===== config.mk =====
export PLATFORM = sky130hd
export DESIGN_NAME = cache_color_ctrl
export DESIGN_NICKNAME = d
export VERILOG_FILES = /design/src/rtl/cache_color_pkg.sv /design/src/rtl/cache_color_addr_gen.sv /design/src/rtl/cache_color_ctrl.sv
export SDC_FILE = /design/constraint.sdc
export NUM_CORES = 1
export LEC_CHECK = 0
export CAP_MARGIN = 40
export CELL_PAD_IN_SITES_DETAIL_PLACEMENT = 0
export CELL_PAD_IN_SITES_GLOBAL_PLACEMENT = 1
export CORE_ASPECT_RATIO = 1.75
export CORE_MARGIN = 2
export CORE_UTILIZATION = 36
export DETAILED_ROUTE_END_ITERATION = 7
export PLACE_DENSITY = 0.89
export SYNTH_ARGS = -nofsm -noshare
export SYNTH_HDL_FRONTEND = slang
export SYNTH_SLANG_ARGS = --single-unit

===== constraint.sdc =====
create_clock -name clk -period 5.9 [get_ports clk]
set_clock_uncertainty 0.05 [all_clocks]
set_input_delay 1.18 -clock clk [delete_from_list [all_inputs] [get_ports clk]]
set_output_delay 1.18 -clock clk [all_outputs]
set_load 0.02 [all_outputs]

===== src/rtl/cache_color_pkg.sv =====
// Shared types and constants for the colour-cache sequencer.
package cache_color_pkg;

   typedef enum logic [3:0] {
      ST_IDLE,
      ST_REQ,
      ST_WAIT,
      ST_SETTLE0,
      ST_PRES0,
      ST_SHIFT,
      ST_SETTLE1,
      ST_PRES1,
      ST_FIN
   } ctrl_state_t;

   localparam int CACHE_WORDS   = 6;
   localparam int CHANNELS      = 3;
   localparam int WORDS_PER_CH  = 2;
   localparam int WIN_PER_CHUNK = 2;
   localparam int CACHE_DI_W    = 33;
   localparam int DATA_W        = 16;
   localparam int WORD_IDX_W    = 3;

   localparam logic [WORD_IDX_W-1:0] LAST_WORD = WORD_IDX_W'(CACHE_WORDS - 1);

endpackage


===== src/rtl/cache_color_addr_gen.sv =====
// Maps (base, cache word index, chunk index) to a pixel-memory word address.
module cache_color_addr_gen
   import cache_color_pkg::*;
#(
   parameter int          ADDR_W       = 16,
   parameter int unsigned PLANE_STRIDE = 'h4000,
   parameter int          CNT_W        = 12
) (
   input  logic [ADDR_W-1:0]     base_i,
   input  logic [WORD_IDX_W-1:0] word_i,
   input  logic [CNT_W-1:0]      chunk_i,
   output logic [ADDR_W-1:0]     addr_o
);

   logic [ADDR_W-1:0] planeOff;
   logic [ADDR_W-1:0] chunkOff;

   // Word pairs belong to one colour plane; the low half selects the word within the chunk.
   // All sums are truncated to ADDR_W so addresses wrap around the memory.
   assign planeOff = ADDR_W'(32'(word_i) / 32'(WORDS_PER_CH)) * ADDR_W'(PLANE_STRIDE);
   assign chunkOff = ADDR_W'(chunk_i) * ADDR_W'(WORDS_PER_CH)
                   + ADDR_W'(32'(word_i) % 32'(WORDS_PER_CH));
   assign addr_o   = base_i + planeOff + chunkOff;

endmodule


===== src/rtl/cache_color_ctrl.sv =====
// Sequencer that fills the 3-channel colour cache chunk by chunk and presents
// two shifted 24-bit windows per chunk to a valid/ready consumer.
module cache_color_ctrl
   import cache_color_pkg::*;
#(
   parameter int          ADDR_W       = 16,
   parameter int unsigned PLANE_STRIDE = 'h4000,
   parameter int          CNT_W        = 12
) (
   input  logic                  clk,
   input  logic                  rst,
   input  logic                  start_i,
   input  logic [ADDR_W-1:0]     base_addr_i,
   input  logic [CNT_W-1:0]      num_chunks_i,
   output logic                  busy_o,
   output logic                  done_o,
   output logic                  mem_rd_o,
   output logic [ADDR_W-1:0]     mem_addr_o,
   input  logic                  mem_rvalid_i,
   input  logic [DATA_W-1:0]     mem_rdata_i,
   output logic                  cache_we_o,
   output logic                  cache_sh_o,
   output logic [WORD_IDX_W-1:0] cache_addr_o,
   output logic [CACHE_DI_W-1:0] cache_di_o,
   output logic                  win_valid_o,
   input  logic                  win_ready_i
);

   ctrl_state_t           state_q, state_d;
   logic [WORD_IDX_W-1:0] word_q, word_d;
   logic [CNT_W-1:0]      chunk_q, chunk_d;
   logic [ADDR_W-1:0]     base_q, base_d;
   logic [CNT_W-1:0]      num_q, num_d;
   logic                  busy_q, done_q, memRd_q, cacheSh_q, winValid_q;
   logic [ADDR_W-1:0]     memAddr_q;
   logic [ADDR_W-1:0]     genAddr;
   logic                  wrAccept;

   // Address is computed for the word about to be requested so it can be registered with mem_rd.
   cache_color_addr_gen #(
      .ADDR_W      (ADDR_W),
      .PLANE_STRIDE(PLANE_STRIDE),
      .CNT_W       (CNT_W)
   ) u_addr_gen (
      .base_i (base_d),
      .word_i (word_d),
      .chunk_i(chunk_d),
      .addr_o (genAddr)
   );

   // Read data goes straight into the cache in the cycle it arrives.
   assign wrAccept     = (state_q == ST_WAIT) && mem_rvalid_i;
   assign cache_we_o   = wrAccept;
   assign cache_addr_o = wrAccept ? word_q : '0;
   assign cache_di_o   = wrAccept ? CACHE_DI_W'(mem_rdata_i) : '0;

   always_comb begin
      state_d = state_q;
      word_d  = word_q;
      chunk_d = chunk_q;
      base_d  = base_q;
      num_d   = num_q;
      case (state_q)
         ST_IDLE: begin
            if (start_i) begin
               base_d  = base_addr_i;
               num_d   = num_chunks_i;
               word_d  = '0;
               chunk_d = '0;
               state_d = (num_chunks_i == '0) ? ST_FIN : ST_REQ;
            end
         end
         ST_REQ: state_d = ST_WAIT;
         ST_WAIT: begin
            if (mem_rvalid_i) begin
               if (word_q == LAST_WORD) begin
                  state_d = ST_SETTLE0;
               end else begin
                  word_d  = word_q + WORD_IDX_W'(1);
                  state_d = ST_REQ;
               end
            end
         end
         ST_SETTLE0: state_d = ST_PRES0;
         ST_PRES0: begin
            if (win_ready_i) state_d = ST_SHIFT;
         end
         ST_SHIFT:   state_d = ST_SETTLE1;
         ST_SETTLE1: state_d = ST_PRES1;
         ST_PRES1: begin
            if (win_ready_i) begin
               chunk_d = chunk_q + CNT_W'(1);
               if (chunk_d == num_q) begin
                  state_d = ST_FIN;
               end else begin
                  word_d  = '0;
                  state_d = ST_REQ;
               end
            end
         end
         ST_FIN:  state_d = ST_IDLE;
         default: state_d = ST_IDLE;
      endcase
   end

   // Outputs are decoded from the next state so they appear registered, aligned with the state.
   always_ff @(posedge clk) begin
      if (rst) begin
         state_q    <= ST_IDLE;
         word_q     <= '0;
         chunk_q    <= '0;
         base_q     <= '0;
         num_q      <= '0;
         busy_q     <= 1'b0;
         done_q     <= 1'b0;
         memRd_q    <= 1'b0;
         memAddr_q  <= '0;
         cacheSh_q  <= 1'b0;
         winValid_q <= 1'b0;
      end else begin
         state_q    <= state_d;
         word_q     <= word_d;
         chunk_q    <= chunk_d;
         base_q     <= base_d;
         num_q      <= num_d;
         busy_q     <= (state_d != ST_IDLE);
         done_q     <= (state_d == ST_FIN);
         memRd_q    <= (state_d == ST_REQ);
         cacheSh_q  <= (state_d == ST_SHIFT);
         winValid_q <= (state_d == ST_PRES0) || (state_d == ST_PRES1);
         if (state_d == ST_REQ) memAddr_q <= genAddr;
      end
   end

   assign busy_o      = busy_q;
   assign done_o      = done_q;
   assign mem_rd_o    = memRd_q;
   assign mem_addr_o  = memAddr_q;
   assign cache_sh_o  = cacheSh_q;
   assign win_valid_o = winValid_q;

endmodule

==> out/qor.txt <==
========================================================================================
Family with the most delay on the worst path                                simple AND/OR/NAND/NOR gates
Starting utilization of the core area                                              36.8%
Number of antenna violations at the first check in global routing                      0
Layout cell share with drive strength beyond 1                                     6.69%
Portion of the clock cycle consumed by the worst path in the final layout          84.7%
Number of global-route vias before repair                                           4027
Highest fanout seen on the critical path                                              13
Sum of buffers and inverters on the critical path                                      1
Most area-consuming cells after synthesis                                   dfxtp_1 32%, nand2_1 7.4%, a21oi_1 6.1%, and2_1 5.3%, ha_1 5.0%
Predominant post-synthesis flop cell                                             dfxtp_1
Total via count in the routed design                                                3986
Multi-input logic area                                                       0.00266 mm²
Drt pass-1 iters                                                                       4
Power Dens Cells                                                              239 mW/mm²
I/O pin count                                                                        107
Cells after Synth                                                                    540
Sinks on Clock Net                                                                    68
Count of filler cells inserted in the layout                                        1134
Standard-cell rows                                                                    52
Drt initial violations                                                               237
Register clock-pin slew on the reported worst setup and hold paths               0.05 ns
Synth Warn #                                                                           0
Port Buffers                                                                          89
Die area                                                                      0.0128 mm²
Latest clock arrival within the worst-skew pair                                  0.34 ns
Number of antenna diodes                                                               0
Library cell occupying the most area in the post-synthesis netlist               dfxtp_1
Placement Setup Slack                                                            1.03 ns
Final hold viol count                                                                  0
Fin crit period                                                                  5.00 ns
# Post-CTS Setup Buffers                                                               0
Cell leakage power                                                               2.24 nW
Count of flip-flops with a built-in enable after synthesis                             0
Number of routed nets with antenna violations                                          0
Detail-routed net length per standard cell                                       15.8 µm
Largest stage delay on the critical path                                         0.59 ns
Unique cell type count in the Yosys netlist                                           66
Clock tree root buffer cell                                                    clkbuf_16
Fraction of registers with async set or reset after synthesis                         0%
Sum of overflow across all layers after global routing                                 0
Die width                                                                        86.3 µm
Most frequent standard cell in the layout excluding fill and tap cells      clkdlybuf4s50_1
Residual DRC count                                                                     0
Headroom to the max-slew limit                                                     56.3%
CTS tree                                                                           built
First-pass GRT wire length                                                      19400 µm
Total of endpoints with negative setup slack in the final report                       0
Portion of the post-synthesis area used by sequential elements                     31.9%
Endpoint class of the critical path                                             register
Max IR drop VDD                                                                   174 µV
Synthesized area divided by synthesized cell count                              7.90 µm²
Flops & latches, synth                                                                68
Placed cell count                                                                    748
Weighted congestion at the end of routability-driven global placement              0.918
Number of max-cap violations                                                           0
GR Util All Layers                                                                 19.2%
Most used cells in the layout excluding fill and tap cells                  88 x clkdlybuf4s50_1, 84 x nand2_1, 68 x dfxtp_1, 52 x a21oi_1, 40 x nor2_1
Post-route non-filler standard cell count                                            763
Crit path max-delay cell type                                                    dfxtp_1
Aggregate routed wire length                                                    12000 µm
Critical path data arrival time                                                  5.16 ns
Total clock buffers created by CTS                                                     9
Vertical die dimension                                                            148 µm
Status                                                                      finished, final reports clean
Unrepaired setup endpoints after global routing                                       no
Aggregate negative setup slack                                                      0 ns
Area growth from synthesis to layout                                               29.2%
Max Slew Vio Count                                                                     0
Cell-by-cell listing of the critical path                                   nand4_4 > nor3_2 > nor4b_1 > a211oi_2 > nor4_4 > o2bb2ai_1 > and2_1 > a21oi_1 > ha_1 > inv_1 > fa_1 > nor2b_1 > o21a_1 > o21ai_0 > a211oi_1 > o31a_1 > nor3_1 > a41oi_1 > a31oi_1
CTS resizes                                                                            0
Fraction of synthesized cell area taken by the top area cell type                  31.9%
Area of the placeable core                                                    0.0116 mm²
Post-layout worst setup margin                                                  0.903 ns
Nets                                                                                 691
Maximum buffer depth of the clock tree                                                 2
Largest net degree at the start of global routing                                     47
Category of the critical setup timing path                                    reg -> reg
Slew @ Worst Pin                                                                0.647 ns
Routed via count divided by cell count                                              5.22
Sum of net half-perimeters after detailed placement                              9460 µm
CTS H-tree depth                                                                       3
Hold_buf cts                                                                           0
Sort of element at the start of the critical path                               register
Worst min-delay path class                                                    reg -> reg
Highest attainable clock frequency                                               200 MHz
Register Area                                                                0.00136 mm²
Final Util                                                                         47.6%
Cell area after technology mapping                                           0.00426 mm²
Critical path required time                                                      6.07 ns
========================================================================================
## stage by stage
stage	hold WS [ns]	total power [mW]	area, µm²
2_1_floorplan	0.394	0.704	4320
3_3_place_gp	0.402	0.799	5180
3_5_place_dp	0.407	0.808	5220
4_1_cts	0.414	1.33	5510
5_1_grt	0.441	1.37	5510
6_report	0.411	1.32	5510
## cell usage after synthesis, types with 14 or more instances
| master | n |
|---|---|
| ha_1 | 17 |
| nand2_1 | 84 |
| buf_4 | 20 |
| inv_1 | 14 |
| clkbuf_1 | 17 |
| nand3_1 | 14 |
| and2_1 | 36 |
| o21ai_0 | 21 |
| a21oi_1 | 52 |
| nor2_1 | 41 |
| dfxtp_1 | 68 |
| xnor2_1 | 18 |
| mux2i_1 | 15 |
## cells by family (layout without fill, tap and decap cells)
group | count (synthesis) | count (layout) | share of synthesized area [%]
buf+inv | 55 | 127 | 7.10
mux | 16 | 16 | 3.79
fa+ha+maj | 18 | 18 | 5.46
flops | 68 | 68 | 31.9
other cells | 1 | 17 | 0.0879
xor+xnor | 25 | 25 | 5.13
compound gates | 126 | 126 | 18.8
simple gates | 231 | 231 | 27.7
## power by group
| group | total (mW) | internal [mW] | switching (mW) | leakage (nW) |
|---|---|---|---|---|
| Clock | 0.518 | 0.327 | 0.191 | 0.145 |
| Combinational | 0.291 | 0.132 | 0.158 | 1.54 |
| Sequential | 0.507 | 0.488 | 0.0187 | 0.554 |
## final timing paths
kind / cells after the start / start / endpoint / slack, ns
max reg2reg: 19 / chunk_q[3] / mem_addr_o[14] / 0.90
min: 2 / base_q[11] / base_q[11] / 0.41
max: 19 / chunk_q[3] / mem_addr_o[14] / 0.90
min reg2reg: 2 / base_q[11] / base_q[11] / 0.41
## worst min-delay path: stages (launching register included)
cell,delay (ns)
dfxtp_1,0.29
nand2_1,0.06
a21oi_1,0.06
## flip-flops by register name, summed over array words and instances (netlist names), 3 cells and up
| name | flops |
|---|---|
| chunk_q | 12 |
| state_q | 4 |
| word_q | 3 |
| num_q | 12 |
| base_q | 16 |
| mem_addr_o | 16 |
## layer usage
metal / global-route usage, % / part of all wire, % / vias up
met5: 0 / 0 / -
met4: 8.67 / 3.3 / 0
met3: 2.51 / 2.9 / 24
met2: 37.1 / 56 / 89
met1: 19.8 / 37 / 1852
li1: - / - / 2021
## area by class of cell
class	count	area share (%)
clock buffers	14	5.16
clock inverters	1	0.0909
inverters	14	0.954
multi-input cells	433	48.3
flip-flops and latches	68	24.7
well taps	135	3.07
repair buffers	98	17.7
(Power assumes the default switching activity.)
